File: src/rtl/sample_fifo.sv
// sample_fifo: single-clock FIFO that buffers audio samples between the I2S
// deserialiser and its downstream consumers.
//
// Ports:
//   clk, rst_n      clock (rising edge), synchronous active-low reset
//   flush_i         synchronous flush; discards all contents
//   clr_err_i       clears the sticky overflow/underflow flags
//   wr_en_i/wr_data_i   write request and data
//   rd_en_i         read request (pops the displayed head word in FWFT mode)
//   rd_data_o/rd_valid_o read data and its valid qualifier
//   full_o, empty_o, almost_full_o, almost_empty_o, level_o  occupancy status
//   overflow_o/underflow_o  sticky error flags (dropped write / rejected read)
//
// All DEPTH entries are usable; pointers carry one extra MSB so full and
// empty are distinguishable, and the level is their modulo difference.

module sample_fifo #(
    parameter int unsigned DEPTH = 16,
    parameter int unsigned WIDTH = 24,
    parameter int unsigned FWFT  = 0,
    parameter int unsigned AF_TH = DEPTH - 2,
    parameter int unsigned AE_TH = 2
) (
    input  logic                       clk,
    input  logic                       rst_n,
    input  logic                       flush_i,
    input  logic                       clr_err_i,
    input  logic                       wr_en_i,
    input  logic [WIDTH-1:0]           wr_data_i,
    input  logic                       rd_en_i,
    output logic [WIDTH-1:0]           rd_data_o,
    output logic                       rd_valid_o,
    output logic                       full_o,
    output logic                       empty_o,
    output logic                       almost_full_o,
    output logic                       almost_empty_o,
    output logic [$clog2(DEPTH):0]     level_o,
    output logic                       overflow_o,
    output logic                       underflow_o
);

    localparam int unsigned AW = $clog2(DEPTH);
    localparam int unsigned LW = AW + 1;

    logic [WIDTH-1:0] mem [DEPTH];
    logic [LW-1:0]    wr_ptr;
    logic [LW-1:0]    rd_ptr;
    logic [LW-1:0]    level;
    logic             rd_acc;
    logic             wr_acc;

    // Status is a pure function of the registered pointers.
    assign level          = wr_ptr - rd_ptr;
    assign level_o        = level;
    assign full_o         = (level == LW'(DEPTH));
    assign empty_o        = (level == '0);
    assign almost_full_o  = (level >= LW'(AF_TH));
    assign almost_empty_o = (level <= LW'(AE_TH));

    // A read frees a slot in the same cycle, so a full FIFO still accepts a
    // write paired with a read; the converse (write rescuing a read) is not allowed.
    assign rd_acc = rd_en_i && !empty_o;
    assign wr_acc = wr_en_i && (!full_o || rd_acc);

    always_ff @(posedge clk) begin
        if (!rst_n || flush_i) begin
            wr_ptr <= '0;
            rd_ptr <= '0;
        end else begin
            if (wr_acc) wr_ptr <= wr_ptr + LW'(1);
            if (rd_acc) rd_ptr <= rd_ptr + LW'(1);
        end
    end

    // Memory is deliberately not reset.
    always_ff @(posedge clk) begin
        if (rst_n && !flush_i && wr_acc) mem[wr_ptr[AW-1:0]] <= wr_data_i;
    end

    // A new error in the same cycle as clr_err_i wins (later assignment).
    always_ff @(posedge clk) begin
        if (!rst_n) begin
            overflow_o  <= 1'b0;
            underflow_o <= 1'b0;
        end else begin
            if (clr_err_i) begin
                overflow_o  <= 1'b0;
                underflow_o <= 1'b0;
            end
            if (!flush_i && wr_en_i && !wr_acc) overflow_o  <= 1'b1;
            if (!flush_i && rd_en_i && !rd_acc) underflow_o <= 1'b1;
        end
    end

    generate
        if (FWFT != 0) begin : g_fwft
            // Head word shown directly; forced to zero while empty so the
            // output is defined after reset even though memory is not.
            assign rd_data_o  = empty_o ? '0 : mem[rd_ptr[AW-1:0]];
            assign rd_valid_o = !empty_o;
        end else begin : g_reg
            logic [WIDTH-1:0] rd_data_q;
            logic             rd_valid_q;

            always_ff @(posedge clk) begin
                if (!rst_n) begin
                    rd_data_q  <= '0;
                    rd_valid_q <= 1'b0;
                end else if (flush_i) begin
                    rd_valid_q <= 1'b0;
                end else begin
                    rd_valid_q <= rd_acc;
                    if (rd_acc) rd_data_q <= mem[rd_ptr[AW-1:0]];
                end
            end

            assign rd_data_o  = rd_data_q;
            assign rd_valid_o = rd_valid_q;
        end
    endgenerate

endmodule

File: config.mk
export PLATFORM = sky130hd
export DESIGN_NAME = sample_fifo
export DESIGN_NICKNAME = d
export VERILOG_FILES = /design/src/rtl/sample_fifo.sv
export SDC_FILE = /design/constraint.sdc
export NUM_CORES = 1
export LEC_CHECK = 0
export BUFFER_PORTS_ARGS = -buffer_cell sky130_fd_sc_hd__clkbuf_2
export CAP_MARGIN = 20
export CORE_UTILIZATION = 50
export DETAILED_ROUTE_END_ITERATION = 8
export GPL_ROUTABILITY_DRIVEN = 0
export PLACE_DENSITY = 0.67
export SYNTH_ARGS = -nofsm -noshare
export SYNTH_HDL_FRONTEND = slang
export SYNTH_SLANG_ARGS = --single-unit
File: constraint.sdc
create_clock -name clk -period 11.4 [get_ports clk]
set_clock_uncertainty 0.2 [all_clocks]
set_input_delay 2.85 -clock clk [delete_from_list [all_inputs] [get_ports clk]]
set_output_delay 2.85 -clock clk [all_outputs]
set_load 0.02 [all_outputs]
==> impl_metrics.py, run 1 <==
metrics = {
    "run_status": {
        "status": "finished clean",
    },
    "timing": {
        "hold_viol_final": 0,
        "slew_violations": 0,
        "fin_crit_sh_pct": 56.7,
        "final.setup.tns_ns": 0,
        "tightest_slew_ns": 0.963,
        "hold_slack_ns": 0.293,
        "fmax_mhz": 155,
        "maxSlewHeadroom_pct": 35.8,
        "worst_slack_ns": 4.93,
        "setup-violations-final": 0,
        "rsz0062_at_grt": "false",
        "period_minus_slack_ns": 6.47,
    },
    "clock_tree": {
        "cts_sinks": 421,
        "cts_setup_buffers": 0,
        "clkLatencyLatePin_ns": 0.54,
        "ctsHtreeMaxLevel": 2,
        "cts-root-buf": "clkbuf_16",
        "cts_buffer_depth": 3,
        "cts_resized": 0,
        "numCtsBuffers": 42,
        "hold_buffers": 0,
        "cts.clk_slew.worst_paths_ns": 0.06,
        "cts_tree": "yes",
    },
    "cells_and_area": {
        "n_antenna_cell": 0,
        "nets": 911,
        "drive_above_1_share_pct": 31.2,
        "synthToLayoutAreaGrowth_pct": 14.2,
    },
    "die": {
        "start_util_pct": 51.2,
        "die_area_mm2": 0.0332,
        "die_y_um": 182,
        "fp-row-count": 65,
        "pin_count": 66,
        "die_width_um": 182,
        "core_mm2": 0.0317,
    },
    "grt": {
        "track_usage_pct": 21.5,
        "antenna_found_initial": 0,
        "grt_pass1_wl_um": 52000,
        "grt_overflow_total": 0,
        "grt_pass1_vias": 8463,
        "grt_max_degree": 55,
    },
    "route": {
        "firstDrtPassIters": 4,
        "wl_per_cell_um": 26.3,
        "vias": 8032,
        "ant_nets": 0,
        "post-route-drc-count": 0,
        "viasPerCell": 6.15,
        "drt_iter0_drc": 722,
        "routed_wl_um": 34300,
    },
    "min_path": {
        "hp-class": "reg -> reg",
    },
    "power_and_ir_drop": {
        "vdd_drop_max_uv": 114,
        "p_leak_nw": 6.03,
        "total_power_mw": 3.20,
        "p_per_area_mw_per_mm2": 173,
    },
    "yosys": {
        "yosysUniqueCellTypes": 37,
        "ys_ff_latch": 421,
        "synth_edf_count": 384,
        "synth_cells": 779,
        "ys_seq_area_share_pct": 75.6,
        "synth_flop_cell": "edfxtp_1",
        "syn-num-nets": 819,
        "synth_area_mm2": 0.0162,
        "async_flop_share_pct": 0,
        "syn_area_per_cell_um2": 20.8,
        "yosysWarnings": 0,
    },
    "placed_design": {
        "dp.final_hpwl_um": 18000,
        "pre_cts_ws_ns": 5.41,
        "port_buffers": 65,
    },
    "critical_path": {
        "crit_chain": "buf_4 > inv_2 > ha_1 > nand2b_1 > a21oi_2 > xnor2_2 > inv_1 > a2111oi_0 > clkbuf_2",
        "crit_path_max_fanout": 53,
        "critPathRequiredTime_ns": 8.35,
        "slowest_stage": "buf_4",
        "worstSetupPathType": "reg -> out",
        "reg2reg_slack_ns": 7.18,
        "max_stage_delay_ns": 0.62,
        "start_kind": "register",
        "crit_arrival_ns": 3.42,
        "end_kind": "output port",
    },
    "flow_run": {
        "drv_cap": 0,
    },
}
==> critical path, delay by kind of cell (launching register included) <==
family,cells,cell delay (ns)
buffers and inverters,4,1.13
xor gates and xnor gates,1,0.47
AOI/OAI and AO/OA,2,0.45
adders and majority gates,1,0.40
DFF,1,0.31
and+or+nand+nor,1,0.12
==> metal layers <==
layer	track usage [%]	share of wire, %	vias up
met2	34.4	48	293
met3	3.49	6.3	57
li1	-	-	3451
met4	6.59	2.3	0
met1	30.5	43	4231
met5	0	0	-
==> layout make-up <==
cell class                 count  area, um2
clock inverter                18        198
clock buffer                  59       1170
fill                        2265      13200
multi-input combinational    304       3800
tap                          402        503
inverter                       9       33.8
sequential                   421      12300
timing repair buffer          93        536
==> power by group <==
part	leakage, nW	switching [mW]	internal (mW)
clock	0.671	0.558	0.794
sequential	3.76	0.0103	1.69
combinational	1.60	0.0863	0.0565
total	6.03	0.655	2.54
==> state kept, by name, indices dropped and copies added, names as in the netlist <==
signal and count:
mem 384, overflow_o 1, rd_data_o 24, rd_ptr 5, rd_valid_o 1, underflow_o 1
wr_ptr 5
==> synthesized netlist by cell type, types with 3 or more instances <==
master,instances,area share (%)
inv_1,8,0.19
a21oi_1,29,0.89
clkbuf_1,24,0.56
nor2_1,7,0.16
o22ai_1,24,0.93
a211oi_1,4,0.19
nor4_1,4,0.15
buf_6,3,0.21
nand2_1,28,0.65
ha_1,9,0.69
a32o_1,26,1.6
buf_1,3,0.069
mux2i_1,34,2.1
dfxtp_1,37,4.6
buf_2,15,0.46
mux4_2,96,13
edfxtp_1,384,71
nor4b_1,5,0.27
nand2b_1,7,0.27
nor3_1,9,0.28
==> final timing paths <==
check,from,end,cells past startpoint
worst max-delay path,rd_ptr[2],almost_empty_o,9
worst min-delay path,overflow_o,overflow_o,1
worst min register to register,overflow_o,overflow_o,1
worst max register to register,rd_ptr[2],mem[2][7],9
==> cell usage in the layout (no fill, tap or decap), types with 3 or more instances in the layout <==
master / count
nor4_2: 4
o22ai_1: 24
inv_1: 8
nor2_1: 7
buf_4: 28
a21oi_1: 29
clkbuf_2: 65
nand2b_1: 7
nand2_1: 28
clkbuf_1: 11
dfxtp_1: 34
mux4_2: 96
nor4b_2: 4
edfxtp_1: 384
clkbuf_8: 6
a32o_1: 26
clkinv_2: 7
mux2i_1: 34
bufinv_16: 3
clkbuf_16: 42
ha_1: 9
nor3_2: 8
a211oi_1: 4
==> logic make-up after synthesis <==
| family | Yosys count | share of synthesized area, % |
|---|---|---|
| flip-flops | 421 | 75.6 |
| multiplexers | 130 | 15.4 |
| AO/OA/AOI/OAI | 91 | 4.16 |
| AND/OR/NAND/NOR | 68 | 2.10 |
| buffers and inverters | 54 | 1.50 |
| adder cells (fa/ha/maj) | 10 | 0.817 |
| XOR/XNOR | 5 | 0.362 |
==> stage by stage <==
step / instances / area [um2] / utilization, %
2_1_floorplan: 779 / 16200 / -
3_3_place_gp: 1229 / 17200 / 54.1
3_5_place_dp: 1229 / 17200 / 54.1
4_1_cts: 1306 / 18500 / 58.4
5_1_grt: 1306 / 18500 / 58.4
6_report: 1306 / 18500 / 58.4
No activity file was read; power rests on OpenSTA's default activity.
==> run 2: changes to the inputs <==
--- a/config.mk
+++ b/config.mk
@@ -5,12 +5,13 @@
 export SDC_FILE = /design/constraint.sdc
 export NUM_CORES = 1
 export LEC_CHECK = 0
+export ABC_AREA = 1
 export BUFFER_PORTS_ARGS = -buffer_cell sky130_fd_sc_hd__clkbuf_2
 export CAP_MARGIN = 20
 export CORE_UTILIZATION = 50
 export DETAILED_ROUTE_END_ITERATION = 8
 export GPL_ROUTABILITY_DRIVEN = 0
-export PLACE_DENSITY = 0.67
+export PLACE_DENSITY = 0.69
 export SYNTH_ARGS = -nofsm -noshare
 export SYNTH_HDL_FRONTEND = slang
 export SYNTH_SLANG_ARGS = --single-unit
==> constraint.sdc (replaced) <==
create_clock -name clk -period 5.8 [get_ports clk]
set_clock_uncertainty 0.2 [all_clocks]
set_input_delay 1.45 -clock clk [delete_from_list [all_inputs] [get_ports clk]]
set_output_delay 1.45 -clock clk [all_outputs]
set_load 0.02 [all_outputs]
==> impl_metrics.py, run 2 <==
metrics = {
    "run_status": {
        "status": "finished clean",
    },
    "yosys": {
        "ys_ff_latch": 421,
        "yosysTopAreaCellShare_pct": 67.7,
        "yosysMostFrequentCell": "edfxtp_1",
        "synth_cells": 1432,
        "synth.area.top_cells": "edfxtp_1 68%, nor2_1 6.2%, o21ai_0 5.6%, dfxtp_1 4.3%, nand2_1 3.7%",
        "yosysUniqueCellTypes": 33,
        "syn_area_per_cell_um2": 11.9,
        "ys_seq_area_share_pct": 72.0,
        "synth_top_area_cell": "edfxtp_1",
        "yosysWarnings": 0,
        "yosys-top-cells-count": "384 x edfxtp_1, 282 x nor2_1, 190 x o21ai_0",
        "synth_flop_cell": "edfxtp_1",
        "synth_area_mm2": 0.0170,
        "async_flop_share_pct": 0,
        "syn-num-nets": 1472,
        "synth_edf_count": 384,
    },
    "route": {
        "post-route-drc-count": 0,
        "wl_per_cell_um": 21.4,
        "vias": 10988,
        "routed_wl_um": 42000,
        "firstDrtPassIters": 5,
        "drt_iter0_drc": 1313,
        "viasPerCell": 5.61,
        "ant_nets": 0,
    },
    "grt": {
        "track_usage_pct": 23.9,
        "grt_pass1_vias": 10499,
        "grt_overflow_total": 0,
        "grt_pass1_wl_um": 62400,
        "grt_max_degree": 180,
        "antenna_found_initial": 1,
    },
    "clock_tree": {
        "cts_sinks": 421,
        "hold_buffers": 0,
        "numCtsBuffers": 42,
        "cts_tree": "yes",
        "ctsHtreeMaxLevel": 2,
        "cts_resized": 0,
        "cts-root-buf": "clkbuf_16",
        "clkLatencyLatePin_ns": 0.54,
        "cts_buffer_depth": 3,
        "cts_setup_buffers": 0,
        "cts.clk_slew.worst_paths_ns": 0.06,
    },
    "critical_path": {
        "setup.worst_path.start": "rd_ptr[1]",
        "crit_path_max_fanout": 55,
        "timing.rr.end": "mem[4][6]",
        "timing.rr.start": "rd_ptr[1]",
        "max_stage_delay_ns": 0.76,
        "worstSetupPathDepth": 10,
        "crit_family": "flip-flops",
        "critPathCapture": "almost_empty_o",
        "slowest_stage": "dfxtp_4",
        "reg2reg_slack_ns": 2.28,
        "path_buf_inv": 4,
        "r2r_cells": 12,
        "start_kind": "register",
        "crit_chain": "inv_1 > buf_4 > ha_1 > nand3_1 > nand2_1 > nand2_1 > nand2_2 > inv_1 > nor3_1 > clkbuf_2",
        "worstSetupPathType": "reg -> out",
        "crit_arrival_ns": 2.85,
        "end_kind": "output port",
        "critPathRequiredTime_ns": 4.15,
    },
    "flow_run": {
        "drv_cap": 0,
    },
    "power_and_ir_drop": {
        "internal_power_mw": 5.21,
        "pwr-share-seq_pct": 49.6,
        "switchingPower_mw": 1.62,
        "p_leak_nw": 6.78,
        "vdd_drop_max_uv": 252,
        "swShare_pct": 23.7,
        "p_per_area_mw_per_mm2": 355,
        "total_power_mw": 6.83,
        "clkPwrFrac_pct": 40.7,
        "pwr-share-comb_pct": 9.8,
    },
    "die": {
        "die_y_um": 187,
        "die_area_mm2": 0.0348,
        "start_util_pct": 50.8,
        "pin_count": 66,
        "die_width_um": 187,
        "core_mm2": 0.0335,
        "fp-row-count": 67,
    },
    "min_path": {
        "hp-start": "rd_ptr[3]",
        "hp-class": "reg -> reg",
    },
    "timing": {
        "maxSlewHeadroom_pct": 35.6,
        "hold_viol_final": 0,
        "fmax_mhz": 222,
        "fin_crit_sh_pct": 77.5,
        "setup-violations-final": 0,
        "tightest_slew_ns": 0.965,
        "final.setup.tns_ns": 0,
        "hold_slack_ns": 0.293,
        "slew_violations": 0,
        "rsz0062_at_grt": "false",
        "period_minus_slack_ns": 4.50,
    },
    "cells_and_area": {
        "largest_reg_flops": 384,
        "nets": 1520,
        "drive_above_1_share_pct": 13.0,
        "final_cell_mix": "384 x edfxtp_1, 280 x nor2_1, 190 x o21ai_0, 169 x nand2_1, 68 x inv_1",
        "synthToLayoutAreaGrowth_pct": 12.9,
        "final_common_cell": "edfxtp_1",
        "n_antenna_cell": 0,
        "nFillCells": 2669,
    },
    "placed_design": {
        "port_buffers": 65,
        "dp.final_hpwl_um": 24800,
    },
}
-- run 2: power by group through the flow --
stage / Clock, mW / Sequential [mW] / Combinational, mW
finish: 2.78 / 3.38 / 0.668
global route: 2.92 / 3.39 / 0.735
CTS: 2.80 / 3.38 / 0.668
detailed placement: 0 / 3.45 / 0.665
global placement: 0 / 3.45 / 0.658
floorplan: 0 / 3.46 / 0.429
-- run 2: metrics by stage --
step | util, % | worst slack (ns) | instance area [um2] | instances
after detailed placement | 53.1 | 1.33 | 17800 | 1883
after floorplan | - | 1.24 | 17000 | 1432
after global routing | 57.3 | 1.07 | 19200 | 1960
after global placement | 53.1 | 1.42 | 17800 | 1883
final | 57.3 | 1.30 | 19200 | 1960
after CTS | 57.3 | 1.32 | 19200 | 1959
-- run 2: cell families after synthesis --
family                   after synthesis  share of synthesized area [%]
XOR/XNOR                               9                          0.507
AND/OR/NAND/NOR                      530                           12.7
AO/OA/AOI/OAI                        304                           10.0
buffers and inverters                158                           3.92
flip-flops                           421                           72.0
adder cells (fa/ha/maj)               10                          0.779
-- run 2: tightest hold or removal path: stages (launching register included) --
cell     delay, ns
dfxtp_1       0.33
nand2_1       0.07
a21oi_1       0.05
-- run 2: worst min path at each step --
stage | slack [ns] | cells after the start | endpoint
5_1_grt | 0.31 | 2 | rd_ptr[3]
3_3_place_gp | 0.27 | 2 | rd_ptr[3]
6_report | 0.29 | 2 | rd_ptr[3]
4_1_cts | 0.30 | 2 | rd_ptr[3]
2_1_floorplan | 0.27 | 2 | rd_ptr[3]
3_5_place_dp | 0.29 | 2 | rd_ptr[3]
-- run 2: cell type report --
cell class / instances / area, um2 / area share [%]
clock inverters: 19 / 236 / 1.23
inverters: 73 / 277 / 1.44
multi-input cells: 853 / 4180 / 21.7
repair buffers: 89 / 526 / 2.73
flip-flops and latches: 421 / 12300 / 63.9
clock buffers: 57 / 1170 / 6.09
well taps: 448 / 561 / 2.92
-- run 2: metal layers --
metal | GRT usage [%] | part of all wire, % | up-vias | wire length, um
li1 | - | - | 5146 | -
met1 | 32.0 | 40 | 5271 | 16700
met2 | 40.2 | 49 | 471 | 20400
met3 | 2.71 | 7.2 | 100 | 3010
met4 | 9.55 | 4.3 | 0 | 1790
met5 | 0 | 0 | - | 0
==> run 3: changes to the inputs <==
--- a/config.mk
+++ b/config.mk
@@ -5,13 +5,13 @@
 export SDC_FILE = /design/constraint.sdc
 export NUM_CORES = 1
 export LEC_CHECK = 0
-export ABC_AREA = 1
+export ABC_AREA = 0
 export BUFFER_PORTS_ARGS = -buffer_cell sky130_fd_sc_hd__clkbuf_2
 export CAP_MARGIN = 20
 export CORE_UTILIZATION = 50
 export DETAILED_ROUTE_END_ITERATION = 8
 export GPL_ROUTABILITY_DRIVEN = 0
-export PLACE_DENSITY = 0.69
+export PLACE_DENSITY = 0.67
 export SYNTH_ARGS = -nofsm -noshare
 export SYNTH_HDL_FRONTEND = slang
 export SYNTH_SLANG_ARGS = --single-unit
==> constraint.sdc (replaced) <==
create_clock -name clk -period 4.4 [get_ports clk]
set_clock_uncertainty 0.2 [all_clocks]
set_input_delay 1.1 -clock clk [delete_from_list [all_inputs] [get_ports clk]]
set_output_delay 1.1 -clock clk [all_outputs]
set_load 0.02 [all_outputs]
==> impl_metrics.py, run 3 (synthesis gave the netlist of run 1 again) <==
metrics = {
    "placed_design": {
        "placed_area_mm2": 0.0173,
        "placed_cells": 1235,
        "dp.final_hpwl_um": 18400,
        "port_buffers": 65,
    },
    "timing": {
        "maxSlewHeadroom_pct": 38.0,
        "tightest_slew_ns": 0.929,
        "fin_crit_sh_pct": 93.8,
        "hold_viol_final": 0,
        "slew_violations": 0,
        "rsz0062_at_grt": "false",
        "setup-violations-final": 0,
        "fmax_mhz": 242,
        "period_minus_slack_ns": 4.13,
        "hold_slack_ns": 0.268,
    },
    "route": {
        "vias": 8151,
        "drt_iter0_drc": 578,
        "ant_nets": 0,
        "routed_wl_um": 34900,
        "wl_per_cell_um": 26.6,
        "firstDrtPassIters": 5,
        "viasPerCell": 6.21,
        "post-route-drc-count": 0,
    },
    "cells_and_area": {
        "post-route-util_pct": 59.0,
        "n_antenna_cell": 0,
        "drive_above_1_share_pct": 31.0,
        "fin_area_mm2": 0.0187,
        "synthToLayoutAreaGrowth_pct": 15.3,
        "final_cell_mix": "384 x edfxtp_1, 96 x mux4_2, 64 x clkbuf_2, 43 x clkbuf_16, 37 x buf_4",
        "nets": 920,
        "largest_reg_flops": 384,
        "final_common_cell": "edfxtp_1",
        "final_cells": 1313,
    },
    "power_and_ir_drop": {
        "pwr-share-seq_pct": 53.1,
        "total_power_mw": 8.28,
        "pwr-share-comb_pct": 4.8,
        "swShare_pct": 20.0,
        "switchingPower_mw": 1.66,
        "internal_power_mw": 6.62,
        "vdd_drop_max_uv": 296,
        "clkPwrFrac_pct": 42.0,
        "p_per_area_mw_per_mm2": 443,
        "p_leak_nw": 6.14,
    },
    "clock_tree": {
        "cts_sinks": 421,
        "cts.clk_slew.worst_paths_ns": 0.06,
        "cts_buffer_depth": 3,
        "cts_tree": "yes",
        "clkLatencyLatePin_ns": 0.53,
        "cts-root-buf": "clkbuf_16",
        "ctsHtreeMaxLevel": 2,
        "numCtsBuffers": 42,
    },
    "die": {
        "fp-row-count": 65,
        "die_y_um": 182,
        "pin_count": 66,
        "die_area_mm2": 0.0332,
        "core_mm2": 0.0317,
        "start_util_pct": 51.2,
        "die_width_um": 182,
    },
    "critical_path": {
        "crit_path_max_fanout": 5,
        "worstSetupPathType": "reg -> out",
        "path_buf_inv": 3,
        "end_kind": "output port",
        "r2r_cells": 7,
        "crit_family": "adder cells",
        "max_stage_delay_ns": 0.43,
        "crit_arrival_ns": 2.83,
        "reg2reg_slack_ns": 0.81,
        "start_kind": "register",
        "critPathRequiredTime_ns": 3.10,
        "slowest_stage": "fa_1",
        "timing.rr.start": "wr_ptr[2]",
        "timing.rr.end": "rd_data_o[17]",
        "crit_chain": "inv_1 > ha_1 > fa_1 > nand2b_1 > a21oi_4 > xnor2_4 > inv_2 > a2111oi_2 > buf_4",
    },
    "run_status": {
        "status": "finished clean",
    },
    "grt": {
        "grt_pass1_vias": 8523,
        "track_usage_pct": 21.7,
        "grt_pass1_wl_um": 52300,
        "antenna_found_initial": 1,
        "grt_overflow_total": 0,
        "grt_max_degree": 101,
    },
    "min_path": {
        "hp-class": "reg -> reg",
        "timing.hold.worst_endpoint": "underflow_o",
        "hp-start": "underflow_o",
        "min_path_cells": 1,
    },
    "flow_run": {
        "drv_cap": 0,
    },
}
==> run 3: power groups by stage <==
stage | combinational, mW | clock, mW | sequential [mW]
floorplan | 0.243 | 0 | 4.50
global placement | 0.383 | 0 | 4.48
detailed placement | 0.395 | 0 | 4.48
CTS | 0.401 | 3.54 | 4.40
global route | 0.434 | 3.69 | 4.40
finish | 0.399 | 3.48 | 4.40
==> run 3: per-layer routing <==
layer	GRT usage, %	wire [um]	up-vias
met5	0	15	-
met4	7.90	1070	2
met3	4.01	2250	74
met2	34.6	16900	300
met1	30.2	14600	4298
li1	-	-	3477
==> run 3: how the worst max path moves through the flow <==
stage | startpoint | endpoint | cells past startpoint
after floorplan | rd_ptr[2] | mem[1][0] | 9
after detailed placement | wr_ptr[0] | almost_empty_o | 9
final | wr_ptr[0] | almost_empty_o | 9
after CTS | wr_ptr[0] | almost_empty_o | 9
after global placement | wr_ptr[0] | almost_empty_o | 9
after global routing | wr_ptr[2] | empty_o | 6
==> run 3: what timing repair did <==
action	4_1_cts	5_1_grt
gates resized for setup	6	2
endpoints found under the setup margin	1	2
pin swaps	0	2
hold buffers	0	0
buffers inserted	0	3
==> run 3: through the flow <==
| stage | worst slack, ns | setup TNS (ns) |
|---|---|---|
| finish | 0.273 | 0 |
| global route | 0.0453 | 0 |
| CTS | 0.0470 | 0 |
| detailed placement | 0.339 | 0 |
| global placement | 0.524 | 0 |
| floorplan | -0.997 | -55.26 |
==> run 3: cell type report <==
type	instances	area (um2)
clock buffers	61	1170
clock inverters	14	165
fillers	2313	13000
inverters	9	33.8
multi-input cells	304	3930
flip-flops and latches	421	12300
well taps	402	503
repair buffers	102	618
